`src/rtl/conv_pkg.sv`:
```
// Width helpers shared by the windowed multiply-accumulate and its history store.
package conv_pkg;

  function automatic int prod_w(input int data_w);
    return 2 * data_w;
  endfunction

  // Sum of DEPTH products needs log2(DEPTH) guard bits above the product width.
  function automatic int acc_w(input int data_w, input int depth);
    return 2 * data_w + $clog2(depth);
  endfunction

  function automatic int ch_w(input int channels);
    return (channels > 1) ? $clog2(channels) : 1;
  endfunction

endpackage

```
`src/rtl/conv_hist_ram.sv`:
```
// Per-channel product history: one registered read and one write per cycle.
// A read and a write to the same address in one cycle return the old contents.
module conv_hist_ram #(
  parameter int WIDTH   = 24,
  parameter int ENTRIES = 16
) (
  input  logic                       clk,
  input  logic                       reset,
  input  logic                       clr,
  input  logic                       we,
  input  logic [$clog2(ENTRIES)-1:0] waddr,
  input  logic [WIDTH-1:0]           wdata,
  input  logic                       re,
  input  logic [$clog2(ENTRIES)-1:0] raddr,
  output logic [WIDTH-1:0]           rdata
);

  logic [WIDTH-1:0] mem [ENTRIES];

  // Flop-based so that reset and clr can wipe every entry in a single edge.
  always_ff @(posedge clk) begin
    if (reset || clr) begin
      for (int i = 0; i < ENTRIES; i++) mem[i] <= '0;
      rdata <= '0;
    end else begin
      if (we) mem[waddr] <= wdata;
      if (re) rdata <= mem[raddr];
    end
  end

endmodule

```
`src/rtl/conv_window_mac.sv`:
```
// Per-channel sliding-window sum of A*B over the last DEPTH samples, time-multiplexed.
// Build option: define CONV_WINDOW_SAT_EN to clamp the output instead of wrapping it.
module conv_window_mac
  import conv_pkg::*;
#(
  parameter int DATA_W   = 12,
  parameter int DEPTH    = 8,
  parameter int CHANNELS = 2,
  parameter int OUT_W    = 16,
  parameter int SHIFT    = 0
) (
  input  logic                          clk,
  input  logic                          reset,
  input  logic                          clr,
  input  logic                          in_valid,
  output logic                          in_ready,
  input  logic [ch_w(CHANNELS)-1:0]     in_ch,
  input  logic signed [DATA_W-1:0]      A,
  input  logic signed [DATA_W-1:0]      B,
  output logic                          out_valid,
  input  logic                          out_ready,
  output logic [ch_w(CHANNELS)-1:0]     out_ch,
  output logic signed [OUT_W-1:0]       S,
  output logic                          out_primed
);

  localparam int PW   = prod_w(DATA_W);
  localparam int AW   = acc_w(DATA_W, DEPTH);
  localparam int CW   = ch_w(CHANNELS);
  localparam int PTRW = $clog2(DEPTH);
  localparam int FW   = PTRW + 1;
  localparam int RAW  = $clog2(CHANNELS * DEPTH);
  localparam int EW   = (AW > OUT_W) ? AW : OUT_W;

  logic stall, accept, ch_ok;

  // s0: captured operands; s1: product + evicted entry; then the output register
  logic                     s0_valid;
  logic signed [DATA_W-1:0] s0_a, s0_b;
  logic [CW-1:0]            s0_ch;

  logic                     s1_valid;
  logic signed [PW-1:0]     s1_p;
  logic signed [PW-1:0]     s1_old;
  logic [CW-1:0]            s1_ch;
  logic                     s1_primed;

  logic signed [AW-1:0]     acc  [CHANNELS];
  logic [PTRW-1:0]          wptr [CHANNELS];
  logic [FW-1:0]            fill [CHANNELS];

  logic signed [PW-1:0]     prod;
  logic [FW-1:0]            fill_cur, fill_next;
  logic [CW+PTRW-1:0]       hist_cat;
  logic [RAW-1:0]           hist_addr;
  logic [PW-1:0]            hist_rdata;
  logic                     hist_en;

  logic signed [AW-1:0]     acc_next, shifted;
  logic signed [EW-1:0]     sh_ext;
  logic signed [OUT_W-1:0]  s_next;

  assign stall    = out_valid & ~out_ready;
  assign in_ready = ~stall & ~clr;
  assign accept   = in_valid & in_ready;
  assign ch_ok    = (32'(in_ch) < CHANNELS);

  assign prod = PW'(s0_a) * PW'(s0_b);

  // Channel-major layout: slot = ch*DEPTH + ptr, DEPTH being a power of two.
  assign hist_cat  = {s0_ch, wptr[s0_ch]};
  assign hist_addr = hist_cat[RAW-1:0];
  assign hist_en   = s0_valid & ~stall;
  assign s1_old    = hist_rdata;

  always_comb begin
    fill_cur  = fill[s0_ch];
    fill_next = (fill_cur == FW'(DEPTH)) ? fill_cur : fill_cur + FW'(1);
  end

  always_comb begin
    acc_next = acc[s1_ch] + AW'(s1_p) - AW'(s1_old);
    shifted  = acc_next >>> SHIFT;
    sh_ext   = EW'(shifted);
`ifdef CONV_WINDOW_SAT_EN
    if (sh_ext > EW'((longint'(1) <<< (OUT_W - 1)) - 1))
      s_next = OUT_W'((longint'(1) <<< (OUT_W - 1)) - 1);
    else if (sh_ext < -EW'(longint'(1) <<< (OUT_W - 1)))
      s_next = OUT_W'(-(longint'(1) <<< (OUT_W - 1)));
    else
      s_next = OUT_W'(sh_ext);
`else
    s_next = OUT_W'(sh_ext);
`endif
  end

  conv_hist_ram #(
    .WIDTH   (PW),
    .ENTRIES (CHANNELS * DEPTH)
  ) u_hist (
    .clk   (clk),
    .reset (reset),
    .clr   (clr),
    .we    (hist_en),
    .waddr (hist_addr),
    .wdata (prod),
    .re    (hist_en),
    .raddr (hist_addr),
    .rdata (hist_rdata)
  );

  always_ff @(posedge clk) begin
    if (reset || clr) begin
      s0_valid   <= 1'b0;
      s0_a       <= '0;
      s0_b       <= '0;
      s0_ch      <= '0;
      s1_valid   <= 1'b0;
      s1_p       <= '0;
      s1_ch      <= '0;
      s1_primed  <= 1'b0;
      out_valid  <= 1'b0;
      S          <= '0;
      out_ch     <= '0;
      out_primed <= 1'b0;
      for (int i = 0; i < CHANNELS; i++) begin
        acc[i]  <= '0;
        wptr[i] <= '0;
        fill[i] <= '0;
      end
    end else if (!stall) begin
      // Out-of-range channels are handshaken but never enter the pipe.
      s0_valid <= accept & ch_ok;
      if (accept) begin
        s0_a  <= A;
        s0_b  <= B;
        s0_ch <= in_ch;
      end

      s1_valid <= s0_valid;
      if (s0_valid) begin
        s1_p          <= prod;
        s1_ch         <= s0_ch;
        s1_primed     <= (fill_next == FW'(DEPTH));
        wptr[s0_ch]   <= wptr[s0_ch] + PTRW'(1);
        fill[s0_ch]   <= fill_next;
      end

      out_valid <= s1_valid;
      if (s1_valid) begin
        acc[s1_ch] <= acc_next;
        S          <= s_next;
        out_ch     <= s1_ch;
        out_primed <= s1_primed;
      end
    end
  end

endmodule

```
`config.mk`:
```
export PLATFORM = sky130hd
export DESIGN_NAME = conv_window_mac
export DESIGN_NICKNAME = d
export VERILOG_FILES = /design/src/rtl/conv_pkg.sv /design/src/rtl/conv_hist_ram.sv /design/src/rtl/conv_window_mac.sv
export SDC_FILE = /design/constraint.sdc
export NUM_CORES = 1
export LEC_CHECK = 0
export CAP_MARGIN = 20
export CORE_MARGIN = 4
export CORE_UTILIZATION = 50
export DETAILED_ROUTE_END_ITERATION = 6
export PLACE_DENSITY = 0.65
export SYNTH_ARGS = -nofsm -noshare
export SYNTH_HDL_FRONTEND = slang
export SYNTH_SLANG_ARGS = --single-unit
```
`constraint.sdc`:
```
create_clock -name clk -period 6.1 [get_ports clk]
set_input_delay 1.22 -clock clk [delete_from_list [all_inputs] [get_ports clk]]
set_output_delay 1.22 -clock clk [all_outputs]
set_load 0.02 [all_outputs]
```
==> flow_summary.json, run 1 <==
{
  "wl_um": 53300,
  "num_rows": 75,
  "hold_viol_final": 0,
  "synth_adder_area_share_pct": 12.6,
  "synthMuxAreaShare_pct": 2.98,
  "core_region_area_mm2": 0.0419,
  "hpwl_um": 34700,
  "end_kind": "flop",
  "routedWlPerCell_um": 20.0,
  "hp-class": "flop to flop",
  "layout_common_cells": "nand2_1, edfxtp_1, nor2_1",
  "die_w_um": 214,
  "portBuffers": 49,
  "ir_drop_mv": 0.236,
  "worstSkewPairLatency_ns": 0.58,
  "ctsHoldBuffers": 0,
  "grt_pass1_wl_um": 83800,
  "synth_compound_area_share_pct": 5.51,
  "drc": 0,
  "syn_inst": 2119,
  "start_kind": "flop",
  "via_per_inst": 5.61,
  "syn_nets": 2307,
  "clock_path_buffers": 3,
  "synthXorXnorAreaFrac_pct": 1.84,
  "die_h_um": 214,
  "area_growth_pct": 9.70,
  "period_share_pct": 89.4,
  "ios": 50,
  "status": "complete, no violations",
  "crit_type": "flop to flop",
  "synth_flop_cell": "edfxtp_1",
  "setup_viol": 0,
  "num_vias": 14955,
  "grt_overflow_total": 0,
  "drv_cap": 0,
  "rsz0062_at_grt": "false",
  "leakagePower_uw": 0.00920,
  "fill_cells": 3661,
  "synth_edf_count": 302,
  "timing.reg2reg.setup_slack_ns": 0.65,
  "multi_input_area_mm2": 0.00929,
  "syn_area_mm2": 0.0212,
  "ys_types": 53,
  "path_max_fanout": 17,
  "power_uw": 5850,
  "grt_pass1_vias": 14957,
  "finalMaxSlewViolations": 0,
  "cts_setup_buffers": 0,
  "track_usage_pct": 23.2,
  "ctsResizeCount": 0,
  "hold-worst-slack_ns": 0.451,
  "initial_core_util_pct": 50.6,
  "drive_gt1_share_pct": 5.54,
  "numCtsBuffers": 41,
  "synth_seq_area_share_pct": 50.5,
  "tightest_slew_ns": 1.12,
  "grt_max_degree": 77,
  "critical_path_required_ns": 6.40,
  "power_density_mw_per_mm2": 251,
  "cts_tree": "done",
  "regArea_mm2": 0.0107,
  "max_slew_margin_pct": 25.5,
  "routabilityCongestion": 0.850,
  "num-nets-final": 2288,
  "r2r.worst_path.cells": 17,
  "cts_sinks": 384,
  "ys_ff_latch": 384,
  "yosys.area_share.simple_pct": 20.5,
  "root_buffer": "clkbuf_16",
  "yosysTopAreaCell": "edfxtp_1",
  "drt_iter0_drc": 1469,
  "synth_top_area_share_pct": 42.7,
  "antenna_found_initial": 1,
  "arrival_ns": 5.75,
  "synthArstFlopShare_pct": 0,
  "synth_warnings": 0,
  "dr.pass1.iters": 5,
  "syn_area_per_cell_um2": 10.0,
  "synth_top_family_by_area": "simple AND/OR/NAND/NOR gates",
  "path_clk_slew_ns": 0.06,
  "period_needed_ns": 5.45,
  "diodes": 0,
  "ant_nets": 0,
  "finalClockSkew_ns": 0.0197,
  "min_path_cells": 2,
  "die_area_mm2": 0.0458,
  "fmax_ghz": 0.183,
  "finalSetupTns_ns": 0,
  "cts_max_level": 2,
  "synth_area_leaders": "edfxtp_1, fa_1, nand2_1",
  "final_common_cell": "nand2_1"
}
[layer usage]
metal  vias up  track usage, %  routed length [µm]
met1      7439            32.6               22900
met5         -               0                   0
met2       467            37.3               25100
li1       6962               -                   -
met3        87            3.85                3690
met4         0            7.28                1620
[through the flow]
stage	cells	worst slack, ns	util [%]	cell area, µm²
floorplan	2119	0.925	-	21200
global placement	2596	0.755	52.5	22000
detailed placement	2596	0.716	52.5	22000
CTS	2668	0.651	55.5	23300
global route	2668	0.293	55.5	23300
finish	2668	0.647	55.5	23300
[power breakdown]
| group | switching (µW) | internal, µW |
|---|---|---|
| Sequential | 36.5 | 2900 |
| Combinational | 331 | 157 |
| Clock | 1040 | 1380 |
| Total | 1410 | 4440 |
[flip-flops by register name (all words and copies together), names as in the netlist, named ones only]
| name | cells |
|---|---|
| out_primed | 1 |
| s1_valid | 1 |
| u_hist.mem | 256 |
| out_ch | 1 |
| s0_valid | 1 |
| s0_b | 12 |
| fill | 8 |
| out_valid | 1 |
| s1_ch | 1 |
| u_hist.rdata | 16 |
| S | 16 |
| acc | 32 |
| s1_p | 16 |
| s0_a | 12 |
| s0_ch | 1 |
| s1_primed | 1 |
| wptr | 6 |
[synth_stat cells, types with 2 or more instances]
cell type and n:
nand2_1 479, dfxtp_1 82, a21boi_0 2, inv_2 2, o31ai_1 2, and3_1 121
nor4_1 2, nand2b_1 4, buf_2 28, or3_1 4, mux4_2 16, nor2_2 2
nand4_1 3, buf_1 7, inv_1 165, nor3_1 9, edfxtp_1 302, nor2_1 239
buf_6 12, o21a_1 5, o21ai_0 18, mux2i_1 21, buf_4 2, nor2b_1 3
a21o_1 5, o21bai_1 2, a21oi_1 85, xnor2_1 32, clkbuf_1 90, and2_1 106
a211oi_1 5, ha_1 64, nand4b_1 2, fa_1 94, xor2_1 10, a31oi_1 65
nand3_1 10, o211ai_1 2, a211o_1 3
[logic make-up after synthesis]
family	after synthesis
AOI/OAI and AO/OA	200
and+or+nand+nor	987
xor gates and xnor gates	43
adders and majority gates	158
DFF	384
buffers and inverters	306
muxes	41
[cell type report]
class | count | area share, %
clock buffer | 55 | 4.99
clock inverter | 17 | 0.516
inverter | 167 | 2.69
multi-input combinational | 1429 | 39.9
sequential | 384 | 46.0
tap | 539 | 2.90
timing repair buffer | 77 | 3.01
[critical path, stage by stage, from the launching register on]
cell      delay [ns]
dfxtp_1         0.67
nand2_1         0.14
fa_1            0.53
fa_1            0.45
fa_1            0.50
inv_1           0.06
fa_1            0.53
inv_1           0.05
fa_1            0.53
inv_1           0.04
ha_1            0.34
o21ai_0         0.23
a21boi_0        0.15
a21oi_1         0.27
o21ai_0         0.17
xnor3_1         0.22
buf_4           0.22
nor2_1          0.07
[final timing paths]
| kind | from | endpoint |
|---|---|---|
| setup reg to reg | s0_b[3]$_SDFFE_PP0P_ | u_hist.mem[11][15]$_SDFFCE_PN0P_ |
| hold reg to reg | s1_primed$_SDFFE_PP0P_ | s1_primed$_SDFFE_PP0P_ |
| hold / removal | s1_primed$_SDFFE_PP0P_ | s1_primed$_SDFFE_PP0P_ |
| setup / recovery | s0_b[3]$_SDFFE_PP0P_ | u_hist.mem[11][15]$_SDFFCE_PN0P_ |
(Power assumes the default switching activity.)
==> inputs of run 2 (changes only) <==
- CELL_PAD_IN_SITES_DETAIL_PLACEMENT: default -> 1
- CELL_PAD_IN_SITES_GLOBAL_PLACEMENT: default -> 2
- CORE_UTILIZATION: 50 -> 43
- CTS_BUF_LIST: default -> sky130_fd_sc_hd__clkbuf_4
- PLACE_DENSITY: 0.65 -> 0.81
==> run 2 against run 1 <==
Count of clock-buffer cells in the layout up 104. Clock skew up 0.063 ns. Via count rose by 3.6%. Largest cell class unchanged. Sequential cell count did not move. Largest power group unchanged. Global-route usage is 0.11 points higher. Clock power is essentially flat. Cell count grew 9.4%. Critical path type unchanged. Critical endpoint unchanged. Core utilization is 7.0 points lower. Maximum frequency fell by 2.6%.
==> flow_summary.json, run 2 (synthesis results as in run 1) <==
{
  "cp_common_cell": "fa_1",
  "hold-worst-slack_ns": 0.456,
  "period_share_pct": 91.8,
  "grt_pass1_vias": 16586,
  "final_common_cell": "nand2_1",
  "cts_setup_buffers": 0,
  "drt_iter0_drc": 1134,
  "rr_startpoint": "s0_b[5]$_SDFFE_PP0P_",
  "drv_cap": 0,
  "num-nets-final": 2358,
  "worstSkewPairLatency_ns": 0.87,
  "initial_core_util_pct": 43.5,
  "post-route-util_pct": 48.5,
  "die_h_um": 230,
  "path_cells": "nand2_1 > fa_1 > fa_1 > fa_1 > inv_1 > fa_1 > inv_1 > fa_1 > inv_1 > ha_1 > o21ai_0 > a21boi_0 > a21oi_1 > o21ai_0 > xnor3_1 > buf_4 > nor2_1",
  "hp-class": "flop to flop",
  "power_density_mw_per_mm2": 249,
  "max_slew_margin_pct": 31.3,
  "drive_gt1_share_pct": 10.5,
  "path_max_fanout": 17,
  "routabilityCongestion": 0.852,
  "end_kind": "flop",
  "hpwl_um": 40500,
  "finalMaxSlewViolations": 0,
  "crit_type": "flop to flop",
  "root_buffer": "clkbuf_4",
  "grt_overflow_total": 0,
  "cp_num_buf_inv": 4,
  "fin_ws_ns": 0.503,
  "fill_cells": 5471,
  "place_ws_ns": 0.592,
  "grt_pass1_wl_um": 95200,
  "ios": 50,
  "finalSetupTns_ns": 0,
  "crit_family": "adder cells",
  "path_clk_slew_ns": 0.06,
  "cts_sinks": 384,
  "critical_path_required_ns": 6.63,
  "start_kind": "flop",
  "status": "complete, no violations",
  "ir_drop_mv": 0.108,
  "tightest_slew_ns": 1.02,
  "numCtsBuffers": 104,
  "cts_tree": "done",
  "ctsHoldBuffers": 0,
  "via_per_inst": 5.31,
  "wl_um": 60700,
  "grt_max_degree": 69,
  "layout_common_cells": "nand2_1, edfxtp_1, nor2_1",
  "portBuffers": 49,
  "period_needed_ns": 5.60,
  "ant_nets": 0,
  "worst_path_max_delay_cell": "dfxtp_1",
  "largest_register": "u_hist.mem",
  "largest_register_ffs": 256,
  "num_vias": 15497,
  "antenna_found_initial": 3,
  "rsz0062_at_grt": "false",
  "dr.pass1.iters": 5,
  "drc": 0,
  "cts_max_level": 3,
  "clock_path_buffers": 3,
  "die_w_um": 230,
  "area_growth_pct": 11.6,
  "max_stage_delay_ns": 0.64,
  "num_rows": 81,
  "track_usage_pct": 23.3,
  "worstSetupStartpoint": "s0_b[5]$_SDFFE_PP0P_",
  "die_area_mm2": 0.0530,
  "fmax_ghz": 0.179,
  "core_region_area_mm2": 0.0488,
  "min_from": "s1_primed$_SDFFE_PP0P_",
  "leakagePower_uw": 0.00945,
  "reg.largest.list": "u_hist.mem: 256 flops, acc: 32 flops",
  "hold_viol_final": 0,
  "arrival_ns": 6.13,
  "routedWlPerCell_um": 20.8,
  "ctsResizeCount": 0,
  "setup_viol": 0,
  "finalClockSkew_ns": 0.0828
}
-- run 2: cell types whose count changed in the layout (fill, tap and decap cells not counted), moves of 4 or more --
cell / delta
buf_4: +4
clkbuf_16: -43
clkinv_1: +15
clkbuf_1: -8
clkbuf_4: +159
clkinv_2: -4
clkbuf_8: -4
-- run 2: worst reg2reg max path, delay by kind of cell (launching register included) --
family | cells | cell delay (ns)
buf+inv | 4 | 0.40
simple gates | 2 | 0.22
fa+ha+maj | 6 | 2.93
xor+xnor | 1 | 0.22
flops | 1 | 0.64
compound gates | 4 | 0.84
-- run 2: worst paths after layout --
kind	slack, ns	depth (start not counted)	end
max	0.50	17	u_hist.mem[11][15]$_SDFFCE_PN0P_
min	0.46	2	s1_primed$_SDFFE_PP0P_
max reg2reg	0.50	17	u_hist.mem[11][15]$_SDFFCE_PN0P_
min reg2reg	0.46	2	s1_primed$_SDFFE_PP0P_
-- run 2: layer usage --
metal	GRT usage, %	wire length [µm]
met1	30.9	26800
met2	38.6	29300
met3	4.99	3260
met4	7.09	1350
met5	0	0
-- run 2: per-stage QoR --
step	cell area [µm²]	cells	total power, µW
2_1_floorplan	21200	2119	3310
3_3_place_gp	22200	2725	3490
3_5_place_dp	22200	2726	3510
4_1_cts	23600	2915	5970
5_1_grt	23700	2920	6170
6_report	23700	2920	5900
-- run 2: cell type report --
cell class | count | area [µm²] | share of cell area (%)
inverter | 167 | 627 | 2.65
timing repair buffer | 84 | 801 | 3.38
multi-input combinational | 1429 | 9300 | 39.3
tap | 664 | 831 | 3.51
antenna | 3 | 7.51 | 0.0317
clock inverter | 30 | 210 | 0.888
sequential | 384 | 10700 | 45.2
clock buffer | 159 | 1190 | 5.04
-- run 2: where the power goes --
part / total, µW / internal, µW / switching (µW)
Clock: 2450 / 1310 / 1140
Combinational: 506 / 159 / 346
Sequential: 2940 / 2900 / 38.5
